--- config.mk ---
export PLATFORM = sky130hd
export DESIGN_NAME = alu_seq_ctrl
export DESIGN_NICKNAME = d
export VERILOG_FILES = /design/src/rtl/alu_ctrl_pkg.sv /design/src/rtl/alu_seq_ctrl_regfile.sv /design/src/rtl/alu_seq_ctrl.sv
export SDC_FILE = /design/constraint.sdc
export NUM_CORES = 2
export LEC_CHECK = 0
export CAP_MARGIN = 5
export CORE_ASPECT_RATIO = 0.8
export CORE_UTILIZATION = 57
export DETAILED_ROUTE_END_ITERATION = 12
export PLACE_DENSITY = 0.76
export SETUP_SLACK_MARGIN = 0.4
export SYNTH_ARGS = -nofsm -noshare
export SYNTH_HDL_FRONTEND = slang
export SYNTH_SLANG_ARGS = --single-unit
--- constraint.sdc ---
create_clock -name clk -period 12.65 [get_ports clk]
set_clock_uncertainty 0.15 [all_clocks]
set_input_delay 1.8975 -clock clk [delete_from_list [all_inputs] [get_ports clk]]
set_output_delay 1.8975 -clock clk [all_outputs]
set_load 0.03 [all_outputs]
--- src/rtl/alu_ctrl_pkg.sv ---
// Shared encodings for the ALU sequencer: opcodes, funct codes, record kinds,
// FSM states and the instruction decode helper.
package alu_ctrl_pkg;

  localparam int RF_DEPTH = 32;
  localparam int RF_AW    = 5;

  // Primary opcodes
  localparam logic [5:0] OP_RTYPE = 6'h00;
  localparam logic [5:0] OP_BEQ   = 6'h04;
  localparam logic [5:0] OP_BNE   = 6'h05;
  localparam logic [5:0] OP_ADDI  = 6'h08;
  localparam logic [5:0] OP_ADDIU = 6'h09;
  localparam logic [5:0] OP_SLTI  = 6'h0A;
  localparam logic [5:0] OP_SLTIU = 6'h0B;
  localparam logic [5:0] OP_ANDI  = 6'h0C;
  localparam logic [5:0] OP_ORI   = 6'h0D;
  localparam logic [5:0] OP_XORI  = 6'h0E;
  localparam logic [5:0] OP_LW    = 6'h23;
  localparam logic [5:0] OP_SW    = 6'h2B;

  // R-type funct codes
  localparam logic [5:0] FN_SLL  = 6'h00;
  localparam logic [5:0] FN_SRL  = 6'h02;
  localparam logic [5:0] FN_SRA  = 6'h03;
  localparam logic [5:0] FN_SLLV = 6'h04;
  localparam logic [5:0] FN_SRLV = 6'h06;
  localparam logic [5:0] FN_SRAV = 6'h07;
  localparam logic [5:0] FN_ADD  = 6'h20;
  localparam logic [5:0] FN_ADDU = 6'h21;
  localparam logic [5:0] FN_SUB  = 6'h22;
  localparam logic [5:0] FN_SUBU = 6'h23;
  localparam logic [5:0] FN_AND  = 6'h24;
  localparam logic [5:0] FN_OR   = 6'h25;
  localparam logic [5:0] FN_XOR  = 6'h26;
  localparam logic [5:0] FN_NOR  = 6'h27;
  localparam logic [5:0] FN_SLT  = 6'h2A;
  localparam logic [5:0] FN_SLTU = 6'h2B;

  typedef enum logic [1:0] {
    KIND_REG    = 2'd0,
    KIND_BRANCH = 2'd1,
    KIND_MEM    = 2'd2,
    KIND_UNSUP  = 2'd3
  } kind_e;

  typedef enum logic [2:0] {
    ST_IDLE = 3'd0,
    ST_READ = 3'd1,
    ST_EXEC = 3'd2,
    ST_WB   = 3'd3,
    ST_RESP = 3'd4
  } state_e;

  typedef struct packed {
    kind_e            kind;
    logic             wr_en;
    logic [RF_AW-1:0] wr_addr;
    logic             ovf_trap;  // signed op whose overflow cancels the write
  } decode_t;

  function automatic logic funct_supported(input logic [5:0] funct);
    logic ok;
    case (funct)
      FN_SLL, FN_SRL, FN_SRA, FN_SLLV, FN_SRLV, FN_SRAV,
      FN_ADD, FN_ADDU, FN_SUB, FN_SUBU,
      FN_AND, FN_OR, FN_XOR, FN_NOR, FN_SLT, FN_SLTU: ok = 1'b1;
      default:                                        ok = 1'b0;
    endcase
    return ok;
  endfunction

  function automatic decode_t decode_ins(input logic [5:0]       op,
                                         input logic [5:0]       funct,
                                         input logic [RF_AW-1:0] rt,
                                         input logic [RF_AW-1:0] rd);
    decode_t d;
    d.kind     = KIND_UNSUP;
    d.wr_en    = 1'b0;
    d.wr_addr  = '0;
    d.ovf_trap = 1'b0;
    case (op)
      OP_RTYPE: begin
        if (funct_supported(funct)) begin
          d.kind     = KIND_REG;
          d.wr_en    = 1'b1;
          d.wr_addr  = rd;
          d.ovf_trap = (funct == FN_ADD) || (funct == FN_SUB);
        end
      end
      OP_ADDI, OP_ADDIU, OP_SLTI, OP_SLTIU, OP_ANDI, OP_ORI, OP_XORI: begin
        d.kind     = KIND_REG;
        d.wr_en    = 1'b1;
        d.wr_addr  = rt;
        d.ovf_trap = (op == OP_ADDI);
      end
      OP_BEQ, OP_BNE: d.kind = KIND_BRANCH;
      OP_LW, OP_SW:   d.kind = KIND_MEM;
      default:        d.kind = KIND_UNSUP;
    endcase
    return d;
  endfunction

endpackage

--- src/rtl/alu_seq_ctrl_regfile.sv ---
// 32-entry register file: two captured read ports, one write port and a
// combinational debug port. Entry 0 is never written so it always reads 0.
module alu_regfile
  import alu_ctrl_pkg::*;
#(
  parameter int DATA_W = 32
) (
  input  logic              clk,
  input  logic              rst,
  input  logic              rd_en,
  input  logic [RF_AW-1:0]  rd_addr_a,
  input  logic [RF_AW-1:0]  rd_addr_b,
  output logic [DATA_W-1:0] rd_data_a,
  output logic [DATA_W-1:0] rd_data_b,
  input  logic              wr_en,
  input  logic [RF_AW-1:0]  wr_addr,
  input  logic [DATA_W-1:0] wr_data,
  input  logic [RF_AW-1:0]  dbg_addr,
  output logic [DATA_W-1:0] dbg_data
);

  logic [DATA_W-1:0] regs [RF_DEPTH];

  // Storage: reset clears every entry; writes to entry 0 are dropped
  always_ff @(posedge clk) begin
    if (rst) begin
      for (int i = 0; i < RF_DEPTH; i++) regs[i] <= '0;
    end else if (wr_en && (wr_addr != '0)) begin
      regs[wr_addr] <= wr_data;
    end
  end

  // Operand capture: both read ports sample together when requested
  always_ff @(posedge clk) begin
    if (rst) begin
      rd_data_a <= '0;
      rd_data_b <= '0;
    end else if (rd_en) begin
      rd_data_a <= regs[rd_addr_a];
      rd_data_b <= regs[rd_addr_b];
    end
  end

  assign dbg_data = regs[dbg_addr];

endmodule

--- src/rtl/alu_seq_ctrl.sv ---
// Multi-cycle sequencer in front of the combinational MIPS alu.
//
// state | meaning
// IDLE  | ins_ready high, waiting for an instruction
// READ  | capture rf[rs] / rf[rt] into alu_a / alu_b
// EXEC  | alu settles; capture result, flags and record kind
// WB    | commit the register write if it is legal
// RESP  | completion record held until the consumer accepts it
module alu_seq_ctrl
  import alu_ctrl_pkg::*;
#(
  parameter int DATA_W = 32,
  parameter int CNT_W  = 16
) (
  input  logic              clk,
  input  logic              rst,
  input  logic              ins_valid,
  output logic              ins_ready,
  input  logic [DATA_W-1:0] ins,
  output logic [DATA_W-1:0] alu_ins,
  output logic [DATA_W-1:0] alu_a,
  output logic [DATA_W-1:0] alu_b,
  input  logic [DATA_W-1:0] alu_res,
  input  logic [2:0]        alu_flgs,
  output logic              done_valid,
  input  logic              done_ready,
  output logic [DATA_W-1:0] done_res,
  output logic [2:0]        done_flgs,
  output logic [1:0]        done_kind,
  output logic              branch_taken,
  input  logic [RF_AW-1:0]  dbg_addr,
  output logic [DATA_W-1:0] dbg_data,
  output logic [CNT_W-1:0]  retired_cnt
);

  state_e           state;
  decode_t          dec;
  logic             wb_en;
  logic [RF_AW-1:0] wb_addr;
  logic             rf_wr_en;

  assign dec = decode_ins(alu_ins[31:26], alu_ins[5:0], alu_ins[20:16], alu_ins[15:11]);

  // The write is decided in EXEC (flags are only valid then) and committed in WB
  assign rf_wr_en = (state == ST_WB) && wb_en;

  alu_regfile #(
    .DATA_W (DATA_W)
  ) u_rf (
    .clk       (clk),
    .rst       (rst),
    .rd_en     (state == ST_READ),
    .rd_addr_a (alu_ins[25:21]),
    .rd_addr_b (alu_ins[20:16]),
    .rd_data_a (alu_a),
    .rd_data_b (alu_b),
    .wr_en     (rf_wr_en),
    .wr_addr   (wb_addr),
    .wr_data   (done_res),
    .dbg_addr  (dbg_addr),
    .dbg_data  (dbg_data)
  );

  // Sequencer FSM with registered handshake and completion-record outputs
  always_ff @(posedge clk) begin
    if (rst) begin
      state        <= ST_IDLE;
      ins_ready    <= 1'b1;
      alu_ins      <= '0;
      done_valid   <= 1'b0;
      done_res     <= '0;
      done_flgs    <= '0;
      done_kind    <= '0;
      branch_taken <= 1'b0;
      retired_cnt  <= '0;
      wb_en        <= 1'b0;
      wb_addr      <= '0;
    end else begin
      case (state)
        ST_IDLE: begin
          if (ins_valid) begin
            alu_ins   <= ins;
            ins_ready <= 1'b0;
            state     <= ST_READ;
          end
        end
        ST_READ: begin
          state <= ST_EXEC;
        end
        ST_EXEC: begin
          done_res     <= alu_res;
          done_flgs    <= alu_flgs;
          done_kind    <= dec.kind;
          branch_taken <= (dec.kind == KIND_BRANCH) && alu_flgs[0];
          wb_en        <= dec.wr_en && !(dec.ovf_trap && alu_flgs[2]);
          wb_addr      <= dec.wr_addr;
          state        <= ST_WB;
        end
        ST_WB: begin
          done_valid <= 1'b1;
          state      <= ST_RESP;
        end
        ST_RESP: begin
          if (done_ready) begin
            done_valid  <= 1'b0;
            retired_cnt <= retired_cnt + 1'b1;
            ins_ready   <= 1'b1;
            state       <= ST_IDLE;
          end
        end
        default: begin
          done_valid <= 1'b0;
          ins_ready  <= 1'b1;
          state      <= ST_IDLE;
        end
      endcase
    end
  end

endmodule

==> flow_summary_export.csv <==
group,metric,value,unit
place,dpl_cell_area,0.0727,mm^2
final_layout,fillerInstances,8676,
setup_path,end_kind,"primary output",
power,p_leak,25.9,nW
power,clock_power_share,38.2,%
logic_synthesis,synthesis.yosys.warnings,0,
place,place.gp.congestion,0.899,
logic_synthesis,ys_seq_area_share,49.4,%
global_routing,globalRoute.totalOverflow,0,
setup_path,worst_path_largest_cell_delay,970,ps
clock_network,worst_skew_pair.late_latency,790,ps
power,power.switching,0.00288,W
route,via_count,52600,
sta,timing.final.max_slew_violations,0,
logic_synthesis,async_flop_share,0,%
clock_network,clockRootBuffer,"sky130_fd_sc_hd__clkbuf_16",
route,post_drt_via_cell_ratio,7.37,
setup_path,worst_setup_start_kind,"input port",
logic_synthesis,synth_commonest_cells,"1025 x sky130_fd_sc_hd__mux2i_1, 1024 x sky130_fd_sc_hd__edfxtp_1, 997 x sky130_fd_sc_hd__and2_1",
global_routing,largest_net_degree_at_the_start_of_global_routing,144,
power,share_seq_of_total_power,45.2,%
clock_network,postCtsResizedCells,0,
setup_path,required_time_of_the_critical_path,10600,ps
sta,timing.final.hold_violations,0,
final_layout,areaGrowthSynthToFinish,11.8,%
sta,finalCriticalPeriod,7470,ps
power,share_comb_of_total_power,16.6,%
die,floorplan.rows,113,
route,post_drt_antenna_nets,0,
sta,max_slew.worst_pin.slew,1310,ps
clock_network,numCtsBuffers,130,
die,die_h,313,um
logic_synthesis,synth_top_flop_cell,"sky130_fd_sc_hd__edfxtp_1",
die,fp.coreArea,0.119,mm^2
global_routing,grt_pass1_vias,50200,
global_routing,antenna_found_initial,18,
run_status,status,"finished clean",
clock_network,cts_hold_buf,0,
logic_synthesis,synth_enable_flop_cells,1024,
route,wl,253000,um
final_layout,combined_area_of_the_multi_input_logic_cells,0.0330,mm^2
logic_synthesis,synth_area,0.0688,mm^2
final_layout,final_layout_size_suffix_gt1_share,13.7,%
clock_network,clkSlewWorstSetupHoldPaths,50,ps
setup_path,cpLargestDelayFamily,"buffers and inverters",
logic_synthesis,synthTopCellsByArea,"sky130_fd_sc_hd__edfxtp_1 45%, sky130_fd_sc_hd__mux2i_1 15%, sky130_fd_sc_hd__mux4_2 10%",
power,power.density_cell_area,133,mW/mm^2
setup_path,cp_common_cell,"sky130_fd_sc_hd__mux4_2",
logic_synthesis,synth.lib_cells_used.distinct,51,
die,io_pins,260,
clock_network,cts-htree-levels,4,
run,maxCapViolations,0,
global_routing,first_pass_grt_wire_length,357000,um
place,io_buffer_count,259,
final_layout,fin_area,0.0770,mm^2
route,drc,0,
logic_synthesis,synthCells,5453,
logic_synthesis,ys_ff_latch,1186,
setup_path,worst_path_cell_with_the_longest_stage_delay,"sky130_fd_sc_hd__buf_4",
route,routed_wire_length_per_instance,35.5,um
die,die_w,391,um
route,first_pass_drt_iterations,9,
logic_synthesis,synth.top_cell.area_share,44.7,%
clock_network,cts_tree,"built",
sta,worst_slew_slack_as_a_fraction_of_its_limit,12.4,%
die,starting_utilization_of_the_core_area,57.8,%
worst_hold_path,min-delay-path-class,"reg -> reg",
power,power.internal,0.00734,W
place,place.detailed.hpwl,134000,um
die,die_area,0.122,mm^2
clock_network,cts_max_path_buffers,3,
setup_path,critical_path_buf_inv_count,3,
logic_synthesis,synth.most_common_cell,"sky130_fd_sc_hd__mux2i_1",
clock_network,numClockSinks,1186,
sta,period_share,59.1,%
setup_path,arr_time_crit_path,5430,ps
power,power_switching_share,28.2,%
global_routing,grt.total_usage,40.7,%
sta,unrepaired_setup_endpoints_after_global_routing,"false",
setup_path,cp_cell_sequence,"buf_8 -> buf_4 -> mux4_2 -> mux4_2 -> mux2_2 -> clkdlybuf4s50_1",
final_layout,finalNetCount,5488,
setup_path,critical_path_fanouts_max,72,
setup_path,timing.setup.critical_path_class,"in -> out",
sta,tns,0,ps
sta,setup_viol,0,
route,drtIter0Drc,9924,
logic_synthesis,syn_area_per_cell,12.6,um^2
logic_synthesis,synth_top_cell_by_area,"sky130_fd_sc_hd__edfxtp_1",
clock_network,post_cts.repair.setup_buffers,0,
power,power.ir.vdd_worst,0.109,mV
final_layout,area.sequential,0.0340,mm^2
sta,max_freq,0.134,GHz
worst paths after layout:
kind / endpoint / start / slack, ps / cells past startpoint
max: dbg_data[29] / dbg_addr[1] / 5180 / 6
min: branch_taken / branch_taken / 310 / 2
max reg2reg: u_rf.rd_data_a[16] / alu_ins[21] / 7590 / 7
min reg2reg: branch_taken / branch_taken / 310 / 2
routing by layer:
metal / vias to the layer above / routed length [um] / global-route usage, %
li1: 20800 / - / -
met1: 25600 / 88400 / 54.8
met2: 5200 / 106000 / 57.0
met3: 1007 / 43500 / 15.1
met4: 10 / 15500 / 22.7
met5: - / 59 / 0
layout by cell type, fill, tap and decap left out, types with 31 or more instances in the layout:
cell                              count
sky130_fd_sc_hd__clkbuf_16          138
sky130_fd_sc_hd__conb_1              32
sky130_fd_sc_hd__mux4_2             320
sky130_fd_sc_hd__nor2_1              31
sky130_fd_sc_hd__nand2_1            146
sky130_fd_sc_hd__edfxtp_1          1024
sky130_fd_sc_hd__o41ai_1             64
sky130_fd_sc_hd__clkdlybuf4s50_1    253
sky130_fd_sc_hd__dfxtp_1            160
sky130_fd_sc_hd__a22oi_1            512
sky130_fd_sc_hd__and2_1             994
sky130_fd_sc_hd__buf_4              110
sky130_fd_sc_hd__mux2_2              33
sky130_fd_sc_hd__o211a_1             64
sky130_fd_sc_hd__clkbuf_1            35
sky130_fd_sc_hd__a21oi_1            330
sky130_fd_sc_hd__mux2i_1           1025
final cells by class:
| type | count | area share (%) |
|---|---|---|
| Sequential cell | 1186 | 44.2 |
| Multi-Input combinational cell | 3711 | 42.9 |
| Inverter | 4 | 0.0228 |
| Clock buffer | 181 | 4.80 |
| Clock inverter | 55 | 0.754 |
| Tap cell | 1610 | 2.62 |
| Timing Repair Buffer | 378 | 4.70 |
| Antenna cell | 9 | 0.0293 |
registers in the layout, indices dropped and copies added (netlist names), 3 cells and up, named ones only:
register and cells:
alu_ins 32, u_rf.rd_data_a 32, state 3, u_rf.rd_data_b 32, done_res 32, done_flgs 3
u_rf.regs 1024, wb_addr 5, retired_cnt 16
through the flow:
step                      utilization [%]  setup slack, ps  hold slack (ps)  cells  total power, W
after floorplan                         -             6850              291   5484         0.00570
after global placement               61.0             5250              290   6889         0.00629
after detailed placement             61.0             5200              300   6889         0.00632
after CTS                            64.5             5200              310   7125          0.0101
after global routing                 64.6             5040              328   7130          0.0104
final                                64.6             5180              307   7134          0.0102
cell families (layout without fill, tap and decap cells):
group                      count (synthesis)  count (layout)  share of synthesized area [%]
AOI/OAI and AO/OA                       1004            1004                           10.1
xor gates and xnor gates                  15              15                          0.191
adders and majority gates                  1               1                         0.0182
buffers and inverters                    587             618                           3.51
DFF                                     1186            1186                           49.4
muxes                                   1378            1378                           25.9
other                                      1              41                        0.00545
and+or+nand+nor                         1281            1281                           10.9
power by group through the flow:
stage | clock, W | sequential, W | combinational, W
finish | 0.00390 | 0.00462 | 0.00170
global route | 0.00403 | 0.00463 | 0.00174
CTS | 0.00389 | 0.00460 | 0.00164
detailed placement | 0 | 0.00468 | 0.00164
global placement | 0 | 0.00468 | 0.00161
floorplan | 0 | 0.00466 | 0.00103
worst reg2reg max path, stage by stage, from the launching register on:
cell and delay (ps):
sky130_fd_sc_hd__dfxtp_4 1140, sky130_fd_sc_hd__buf_12 810, sky130_fd_sc_hd__buf_4 1270, sky130_fd_sc_hd__mux2i_1 240, sky130_fd_sc_hd__a22oi_1 280, sky130_fd_sc_hd__a21oi_1 110, sky130_fd_sc_hd__o41ai_1 760, sky130_fd_sc_hd__o211a_1 250
Power figures use the tool's default switching activity.
